**src/rtl/instr_fetch_pkg.sv**
```systemverilog
// rtl/instr_fetch_pkg.sv - shared opcode, instruction-format and fetch FSM definitions
//
// Shared by the fetch unit, the instruction memory and the datapath decoder.
// Contents: instruction word layout {opcode[16:12], operand[11:0]}, opcode
// constants, fetch FSM state encoding and the branch-taken helper.
package instr_fetch_pkg;

  localparam int OPCODE_W  = 5;
  localparam int OPERAND_W = 12;

  typedef struct packed {
    logic [OPCODE_W-1:0]  opcode;
    logic [OPERAND_W-1:0] operand;
  } instr_t;

  // Control-flow opcodes the fetch unit acts on; everything else belongs to
  // the datapath decoder and is passed through untouched.
  localparam logic [OPCODE_W-1:0] OP_JPNZ  = 5'd24;
  localparam logic [OPCODE_W-1:0] OP_JMPZ  = 5'd26;
  localparam logic [OPCODE_W-1:0] OP_NOP   = 5'd28;
  localparam logic [OPCODE_W-1:0] OP_ENDOP = 5'd31;

  localparam logic [1:0] ST_IDLE = 2'd0;
  localparam logic [1:0] ST_RUN  = 2'd1;
  localparam logic [1:0] ST_HALT = 2'd2;

  // JPNZ jumps on a non-zero accumulator, JMPZ on a zero accumulator.
  function automatic logic is_taken_branch(input logic [OPCODE_W-1:0] op,
                                           input logic z);
    return ((op == OP_JPNZ) && !z) || ((op == OP_JMPZ) && z);
  endfunction

endpackage

```
**src/rtl/instr_fetch_if.sv**
```systemverilog
// rtl/instr_fetch_if.sv - fetch unit bundle: control inputs, imem port, instruction output
//
// master: the fetch unit (drives imem_addr and the presented instruction)
// slave : the environment (datapath control + instruction memory)
//   start, stall, z_flag : control from the datapath
//   imem_addr / imem_data: instruction memory read, data one cycle after address
//   opcode, operand, instr_valid, pc, halted : presented instruction and status
interface instr_fetch_if
  import instr_fetch_pkg::*;
#(
  parameter int ADDR_W  = 11,
  parameter int INSTR_W = 17
);
  logic                 start;
  logic                 stall;
  logic                 z_flag;
  logic [ADDR_W-1:0]    imem_addr;
  logic [INSTR_W-1:0]   imem_data;
  logic [OPCODE_W-1:0]  opcode;
  logic [OPERAND_W-1:0] operand;
  logic                 instr_valid;
  logic [ADDR_W-1:0]    pc;
  logic                 halted;

  modport master (
    input  start, stall, z_flag, imem_data,
    output imem_addr, opcode, operand, instr_valid, pc, halted
  );

  modport slave (
    output start, stall, z_flag, imem_data,
    input  imem_addr, opcode, operand, instr_valid, pc, halted
  );
endinterface

```
**src/rtl/instr_fetch.sv**
```systemverilog
// rtl/instr_fetch.sv - instruction fetch unit with branch resolve, stall replay and halt
//
// Ports:
//   clk, rstn          : clock, synchronous active-low reset
//   fif (master)       : start/stall/z_flag in, imem_addr out, imem_data in,
//                        opcode/operand/instr_valid/pc/halted out
//   instr_count[15:0]  : consumed-instruction counter, saturating
//                        (present only when IFETCH_PERF_EN is defined)
//
// Pipeline: fetch address (cycle A) -> memory data (A+1) -> presented (A+2).
module instr_fetch
  import instr_fetch_pkg::*;
#(
  parameter int ADDR_W  = 11,
  parameter int INSTR_W = 17
) (
  input  logic           clk,
  input  logic           rstn,
  instr_fetch_if.master  fif
`ifdef IFETCH_PERF_EN
  ,
  output logic [15:0]    instr_count
`endif
);

  logic [1:0]           state_q,    state_d;
  logic [ADDR_W-1:0]    fetch_pc_q, fetch_pc_d;  // address issued when not stalled
  logic [ADDR_W-1:0]    data_pc_q,  data_pc_d;   // address of the word on imem_data
  logic                 data_vld_q, data_vld_d;  // imem_data carries a wanted word
  logic [OPCODE_W-1:0]  opcode_q,   opcode_d;
  logic [OPERAND_W-1:0] operand_q,  operand_d;
  logic [ADDR_W-1:0]    pc_q,       pc_d;
  logic                 valid_q,    valid_d;
  logic                 halted_q,   halted_d;

  instr_t mem_word;
  logic   consume;
  logic   taken;
  logic   endop;

  assign mem_word = instr_t'(fif.imem_data);
  assign consume  = (state_q == ST_RUN) && valid_q && !fif.stall;
  assign endop    = consume && (opcode_q == OP_ENDOP);
  assign taken    = consume && is_taken_branch(opcode_q, fif.z_flag);

  always_comb begin
    state_d    = state_q;
    fetch_pc_d = fetch_pc_q;
    data_pc_d  = data_pc_q;
    data_vld_d = data_vld_q;
    opcode_d   = opcode_q;
    operand_d  = operand_q;
    pc_d       = pc_q;
    valid_d    = valid_q;
    halted_d   = halted_q;

    case (state_q)
      ST_RUN: begin
        // A stall freezes the whole pipeline; the memory replays data_pc_q.
        if (!fif.stall) begin
          if (endop) begin
            state_d    = ST_HALT;
            halted_d   = 1'b1;
            valid_d    = 1'b0;
            data_vld_d = 1'b0;
          end else if (taken) begin
            fetch_pc_d = operand_q[ADDR_W-1:0];
            data_vld_d = 1'b0;
            valid_d    = 1'b0;
          end else begin
            valid_d = data_vld_q;
            if (data_vld_q) begin
              opcode_d  = mem_word.opcode;
              operand_d = mem_word.operand;
              pc_d      = data_pc_q;
            end
            data_pc_d  = fetch_pc_q;
            data_vld_d = 1'b1;
            fetch_pc_d = ADDR_W'(fetch_pc_q + 1'b1);
          end
        end
      end
      default: begin
        if (fif.start) begin
          state_d    = ST_RUN;
          halted_d   = 1'b0;
          fetch_pc_d = '0;
          data_vld_d = 1'b0;
          valid_d    = 1'b0;
        end
      end
    endcase
  end

  always_ff @(posedge clk) begin
    if (!rstn) begin
      state_q    <= ST_IDLE;
      fetch_pc_q <= '0;
      data_pc_q  <= '0;
      data_vld_q <= 1'b0;
      opcode_q   <= '0;
      operand_q  <= '0;
      pc_q       <= '0;
      valid_q    <= 1'b0;
      halted_q   <= 1'b0;
    end else begin
      state_q    <= state_d;
      fetch_pc_q <= fetch_pc_d;
      data_pc_q  <= data_pc_d;
      data_vld_q <= data_vld_d;
      opcode_q   <= opcode_d;
      operand_q  <= operand_d;
      pc_q       <= pc_d;
      valid_q    <= valid_d;
      halted_q   <= halted_d;
    end
  end

  // While stalled, re-request the word already on imem_data so it is not lost.
  assign fif.imem_addr   = ((state_q == ST_RUN) && fif.stall) ? data_pc_q : fetch_pc_q;
  assign fif.opcode      = opcode_q;
  assign fif.operand     = operand_q;
  assign fif.instr_valid = valid_q;
  assign fif.pc          = pc_q;
  assign fif.halted      = halted_q;

`ifdef IFETCH_PERF_EN
  logic [15:0] count_q, count_d;

  always_comb begin
    count_d = count_q;
    if ((state_q != ST_RUN) && fif.start) begin
      count_d = '0;
    end else if (consume && (count_q != 16'hFFFF)) begin
      count_d = count_q + 16'd1;
    end
  end

  always_ff @(posedge clk) begin
    if (!rstn) begin
      count_q <= '0;
    end else begin
      count_q <= count_d;
    end
  end

  assign instr_count = count_q;
`endif

endmodule

```
**src/flat_wrapper.sv**
```systemverilog
// flat-port wrapper written by rule: the top's interface ports become plain ports
module instr_fetch_flat import instr_fetch_pkg::*;
#(
  parameter int ADDR_W  = 11,
  parameter int INSTR_W = 17
)
  (clk, rstn, fif_start, fif_stall, fif_z_flag, fif_imem_data, fif_imem_addr, fif_opcode, fif_operand, fif_instr_valid, fif_pc, fif_halted);
  instr_fetch_if #(.ADDR_W(ADDR_W), .INSTR_W(INSTR_W)) fif_i ();
  input  logic clk;
  input  logic rstn;
  input wire logic [$bits(fif_i.start)-1:0] fif_start;
  input wire logic [$bits(fif_i.stall)-1:0] fif_stall;
  input wire logic [$bits(fif_i.z_flag)-1:0] fif_z_flag;
  input wire logic [$bits(fif_i.imem_data)-1:0] fif_imem_data;
  output wire logic [$bits(fif_i.imem_addr)-1:0] fif_imem_addr;
  output wire logic [$bits(fif_i.opcode)-1:0] fif_opcode;
  output wire logic [$bits(fif_i.operand)-1:0] fif_operand;
  output wire logic [$bits(fif_i.instr_valid)-1:0] fif_instr_valid;
  output wire logic [$bits(fif_i.pc)-1:0] fif_pc;
  output wire logic [$bits(fif_i.halted)-1:0] fif_halted;
  assign fif_i.start = fif_start;
  assign fif_i.stall = fif_stall;
  assign fif_i.z_flag = fif_z_flag;
  assign fif_i.imem_data = fif_imem_data;
  assign fif_imem_addr = fif_i.imem_addr;
  assign fif_opcode = fif_i.opcode;
  assign fif_operand = fif_i.operand;
  assign fif_instr_valid = fif_i.instr_valid;
  assign fif_pc = fif_i.pc;
  assign fif_halted = fif_i.halted;
  instr_fetch #(.ADDR_W(ADDR_W), .INSTR_W(INSTR_W)) u_core (.clk(clk), .rstn(rstn), .fif(fif_i));
endmodule
```
**config.mk**
```make
export PLATFORM = sky130hd
export DESIGN_NAME = instr_fetch_flat
export DESIGN_NICKNAME = d
export VERILOG_FILES = /design/src/rtl/instr_fetch_pkg.sv /design/src/rtl/instr_fetch_if.sv /design/src/rtl/instr_fetch.sv /design/src/flat_wrapper.sv
export SDC_FILE = /design/constraint.sdc
export NUM_CORES = 1
export LEC_CHECK = 0
export ABC_AREA = 1
export CAP_MARGIN = 40
export CORE_ASPECT_RATIO = 0.75
export CORE_MARGIN = 2
export CORE_UTILIZATION = 34
export DETAILED_ROUTE_END_ITERATION = 7
export PLACE_DENSITY = 0.55
export SLEW_MARGIN = 20
export SYNTH_ARGS = -nofsm -noshare
export SYNTH_HDL_FRONTEND = slang
export SYNTH_SLANG_ARGS = --single-unit
```
**constraint.sdc**
```tcl
create_clock -name clk -period 2.15 [get_ports clk]
set_input_delay 0.645 -clock clk [delete_from_list [all_inputs] [get_ports clk]]
set_output_delay 0.645 -clock clk [all_outputs]
set_load 0.05 [all_outputs]
```
# == Yosys cells after proc, flatten, opt, wreduce, memory -nomap -nowiden ==
# Cells that the tools add are included.
# W data, S select, Z words.
# classes
shift,0
n_eq_ne,7
multipliers,0
magnitude_cmp,0
div,0
n_addsub,1
reduce_logical,16
mux,22
n_bitwise,3
# ops
operator,count
$mux W11,6
$eq A5 B5 Y1 const B,3
$mux W1,12
$add A11 B1 Y11 const B,1
$mux W2,4
$logic_and A1 B1 Y1,7
$reduce_and A3 Y1,2
$reduce_and A5 Y1,1
$ne A2 B2 Y1 const B,2
$reduce_and A4 Y1,1
$not A1 Y1,3
$eq A2 B1 Y1 const B,1
$logic_not A1 Y1,2
$ne A2 B1 Y1 const B,1
$reduce_and A2 Y1,1
$reduce_bool A2 Y1,1
$logic_or A1 B1 Y1,1
# word_totals
latch_bits,0
romBits,0
in_bits,22
out_inout_bits,41
ramBits,0
wordCells,58
reg_bits,55
memories,0

# == Longest topological paths before layout ==
# Gate-level depths: netlist of the first run.
# depth
depth_word,8
ltp_mapped,10
mapped_depth_nobuf,10

# == Least setup slack after synthesis of the first run ==
# No wires, ideal clock.
# synth_timing
path_type,register to output
startpoint,register u_core.fif.halted (netlist name)
endpoint,output fif_imem_addr[1]
stages_incl_launch_ff,6
arrival_time_ps,2307
path_slack_ps,-802
cell_sequence,dfxtp_1 nor2_2 inv_1 nor2_1 inv_1 o21ai_0
# synth_rtl
item,line,rtl
end: declaration,flat_wrapper.sv:15,output wire logic [$bits(fif_i.imem_addr)-1:0] fif_imem_addr;

# == Final worst setup path of the first run ==
# layout_timing
startpoint,input fif_stall
endpoint,output fif_imem_addr[7]
# layout_via
elab_chain_len,2
# layout_rtl
item,line,rtl
start: declaration,flat_wrapper.sv:12,input wire logic [$bits(fif_i.stall)-1:0] fif_stall;
$logic_and A1 B1 Y1,instr_fetch.sv:120,assign fif.imem_addr = ((state_q == ST_RUN) && fif.stall) ? data_pc_q : fetch_pc_q;
$mux W11,instr_fetch.sv:120,
# Every way passes these cells.

==> summary.txt, run 1 <==
Floorplanning
  • Die Y: 80.2 µm
  • Initial core utilization: 0.354
  • Die width: 106 µm
  • # rows: 27
  • Core region area: 0.00743 mm²
  • IO Pins: 63
  • Die area: 0.00846 mm²

Status
  • Failing checks: setup timing
  • Status: finished, violations left

Timing
  • Slack of the critical path: -5.27 ps
  • WHS: 487 ps
  • Relative slew slack: 0.640
  • Crit share post-route: 1.00
  • Final setup vio count: 1
  • Worst-margin pin slew: 539 ps
  • Post-layout min period: 2160 ps
  • Fmax: 0.464 GHz
  • RSZ-0062 raised after global routing: yes
  • Fin Clk Skew: 4.36 ps
  • Final Max Slew Viols: 0
  • Final Hold Viols: 0

Global routing
  • Initial antenna violation count: 0
  • Number of global-route vias before repair: 2479
  • Grt ovf: 0
  • GRT Total Usage: 0.175
  • First-pass GRT wire length: 11900 µm
  • Largest net degree at the start of global routing: 31

CTS
  • Cts hold-fix bufs: 0
  • Reg clk slew, reported paths: 90 ps
  • CTS Buf Count: 5
  • Latest clock arrival within the worst-skew pair: 300 ps
  • CTS H-tree lvls: 2
  • CTS tree: done
  • Clock Path Buffers: 2
  • Root Driver: clkbuf_8
  • Sinks on Clock Net: 54

Logic synthesis
  • Synth area leader: dfxtp_1
  • Syn Inst Count: 413
  • Yosys cell types: 22
  • Top FF cell, synth: dfxtp_1
  • Syn Area/Cell: 6.37 µm²
  • Register area share after synthesis: 0.411
  • Area contributors post-synth: dfxtp_1 (41%), nand2_1 (17%), nor2_1 (14%)
  • Post-synth EDFFs: 0
  • Ys async rst share: 0
  • Syn nets: 436
  • Post-Syn Area: 0.00263 mm²
  • Synth top area share: 0.411
  • Synth warn: 0
  • Synthesis-stage register bit count: 54

Pwr
  • Leak: 1.73 nW
  • Net switching power: 0.000504 W
  • Clock Power Share: 0.299
  • Final total power: 0.00190 W
  • Sequential share of power: 0.550
  • Pint: 0.00140 W
  • Peak supply drop: 0.233 mV
  • PwrDens: 513 mW/mm²
  • Combinational share of power: 0.151
  • Switching Fraction: 0.265

Place
  • Hpwl dp: 4990 µm
  • Setup slack at placement: -588 ps
  • GP Congestion: 0.868
  • IO buf count: 62
  • Placed insts: 577

Cells and area
  • Layout cell share with drive strength beyond 1: 0.192
  • Final net count: 508
  • Fill count: 784
  • Area Growth Syn to Fin: 41.0%
  • Diode count: 0
  • Non-filler cells, final: 585

Routing
  • DR vias: 2629
  • 1st-iter DRT viols: 147
  • DRT antenna net count: 0
  • Routed len/inst: 11.9 µm
  • Post-route DRC: 0
  • DR pass1 iterations: 4
  • Routed vias/inst: 4.49
  • Final WL: 6950 µm

Critical path
  • Worst R2R Setup Slack: 580 ps
  • Startpoint Class: primary input
  • CP required: 1500 ps
  • Crit. End Element: output port
  • Worst Path Arrival: 1510 ps
  • Critical Path Fanout Max: 8
  • Critical path type: in2out

Run
  • MaxCap Viol Count: 0

Hold path
  • Hold WC Path Type: reg2reg
==> registers in the layout (all words and copies together) (netlist names) <==
register                count
u_core.data_pc_q           11
u_core.fetch_pc_q          11
u_core.data_vld_q           1
u_core.state_q              1
u_core.fif.pc              11
u_core.fif.halted           1
u_core.fif.instr_valid      1
u_core.fif.operand         12
u_core.fif.opcode           5
==> cell type report <==
cell class | count | area (µm²) | share of cell area
flip-flops and latches | 54 | 1080 | 0.292
multi-input cells | 290 | 1350 | 0.364
repair buffers | 80 | 862 | 0.233
clock buffers | 6 | 82.6 | 0.0223
inverters | 54 | 203 | 0.0547
well taps | 101 | 126 | 0.0341
==> power groups by stage <==
| stage | Sequential (W) | Clock, W | Combinational [W] |
|---|---|---|---|
| 6_report | 0.00105 | 0.000570 | 0.000286 |
| 5_1_grt | 0.00105 | 0.000622 | 0.000314 |
| 4_1_cts | 0.00105 | 0.000594 | 0.000288 |
| 3_5_place_dp | 0.00107 | 0 | 0.000273 |
| 3_3_place_gp | 0.00107 | 0 | 0.000272 |
| 2_1_floorplan | 0.00110 | 0 | 0.000115 |
==> final timing paths <==
path	start	cells past startpoint	endpoint
worst max register to register	u_core.fif.opcode[1]	8	u_core.fetch_pc_q[10]
worst min-delay path	u_core.data_vld_q	2	u_core.data_vld_q
worst min register to register	u_core.data_vld_q	2	u_core.data_vld_q
worst max-delay path	fif_stall	7	fif_imem_addr[7]
==> timing repair <==
item                                    4_1_cts  5_1_grt
pin swaps                                     3        3
buffers inserted                              1        0
endpoints found under the setup margin       11       11
resized for setup                            25        3
cloned                                        1        0
==> through the flow <==
| stage | instance area, µm² | utilization | TNS (ps) |
|---|---|---|---|
| floorplan | 2680 | - | -635 |
| global placement | 3540 | 0.477 | -6200 |
| detailed placement | 3540 | 0.477 | -6010 |
| CTS | 3690 | 0.497 | -568 |
| global route | 3710 | 0.499 | -1130 |
| finish | 3710 | 0.499 | -5.27 |
==> synth_stat cells (2+ instances only) <==
| cell | instances |
|---|---|
| buf_6 | 4 |
| nor2_1 | 96 |
| nand4_1 | 4 |
| nand2_1 | 117 |
| nand3_2 | 2 |
| nand3_1 | 20 |
| dfxtp_1 | 54 |
| buf_2 | 4 |
| a21oi_1 | 18 |
| o21ai_0 | 25 |
| clkbuf_1 | 6 |
| inv_1 | 53 |
==> cells in the final DEF, fill, tap and decap left out <==
cell             count
a21oi_1             18
a21oi_4              1
a221oi_1             1
buf_12              15
buf_2                1
buf_4               36
buf_6                1
buf_8                1
clkbuf_8             6
clkdlybuf4s50_1     26
clkinv_1             1
dfxtp_1             52
dfxtp_2              2
ha_1                 1
inv_1               49
inv_2                4
nand2_1            108
nand2_2              9
nand3_1             20
nand3_2              2
nand3_4              1
nand4_1              4
nor2_1              95
nor2_4               3
o21ai_0             14
o21ai_2              8
o21ai_4              3
xnor2_1              1
xor2_1               1
==> metal layers <==
metal  wire, µm  track usage
met1       3610        0.238
met3        364       0.0349
met4         75       0.0513
met5          0            0
met2       2900        0.283
==> cells by family (layout without fill, tap and decap cells) <==
family                     count (synthesis)  count (layout)  synth area share
and+or+nand+nor                          242             242             0.373
buffers and inverters                     69             140             0.113
DFF                                       54              54             0.411
AOI/OAI and AO/OA                         45              45            0.0914
xor gates and xnor gates                   2               2           0.00666
adders and majority gates                  1               1           0.00476
==> worst max-delay path: stages <==
cell	delay [ps]
buf_2	120
inv_2	60
nor2_4	200
buf_8	180
nand2_2	60
o21ai_2	80
buf_12	160
(Power assumes the default switching activity.)
==> inputs of run 2 (changes only) <==
GPL_TIMING_DRIVEN = 1   (was unset)
==> results of run 2 <==
Final layout, timing and power as in run 1 (identical DEF).
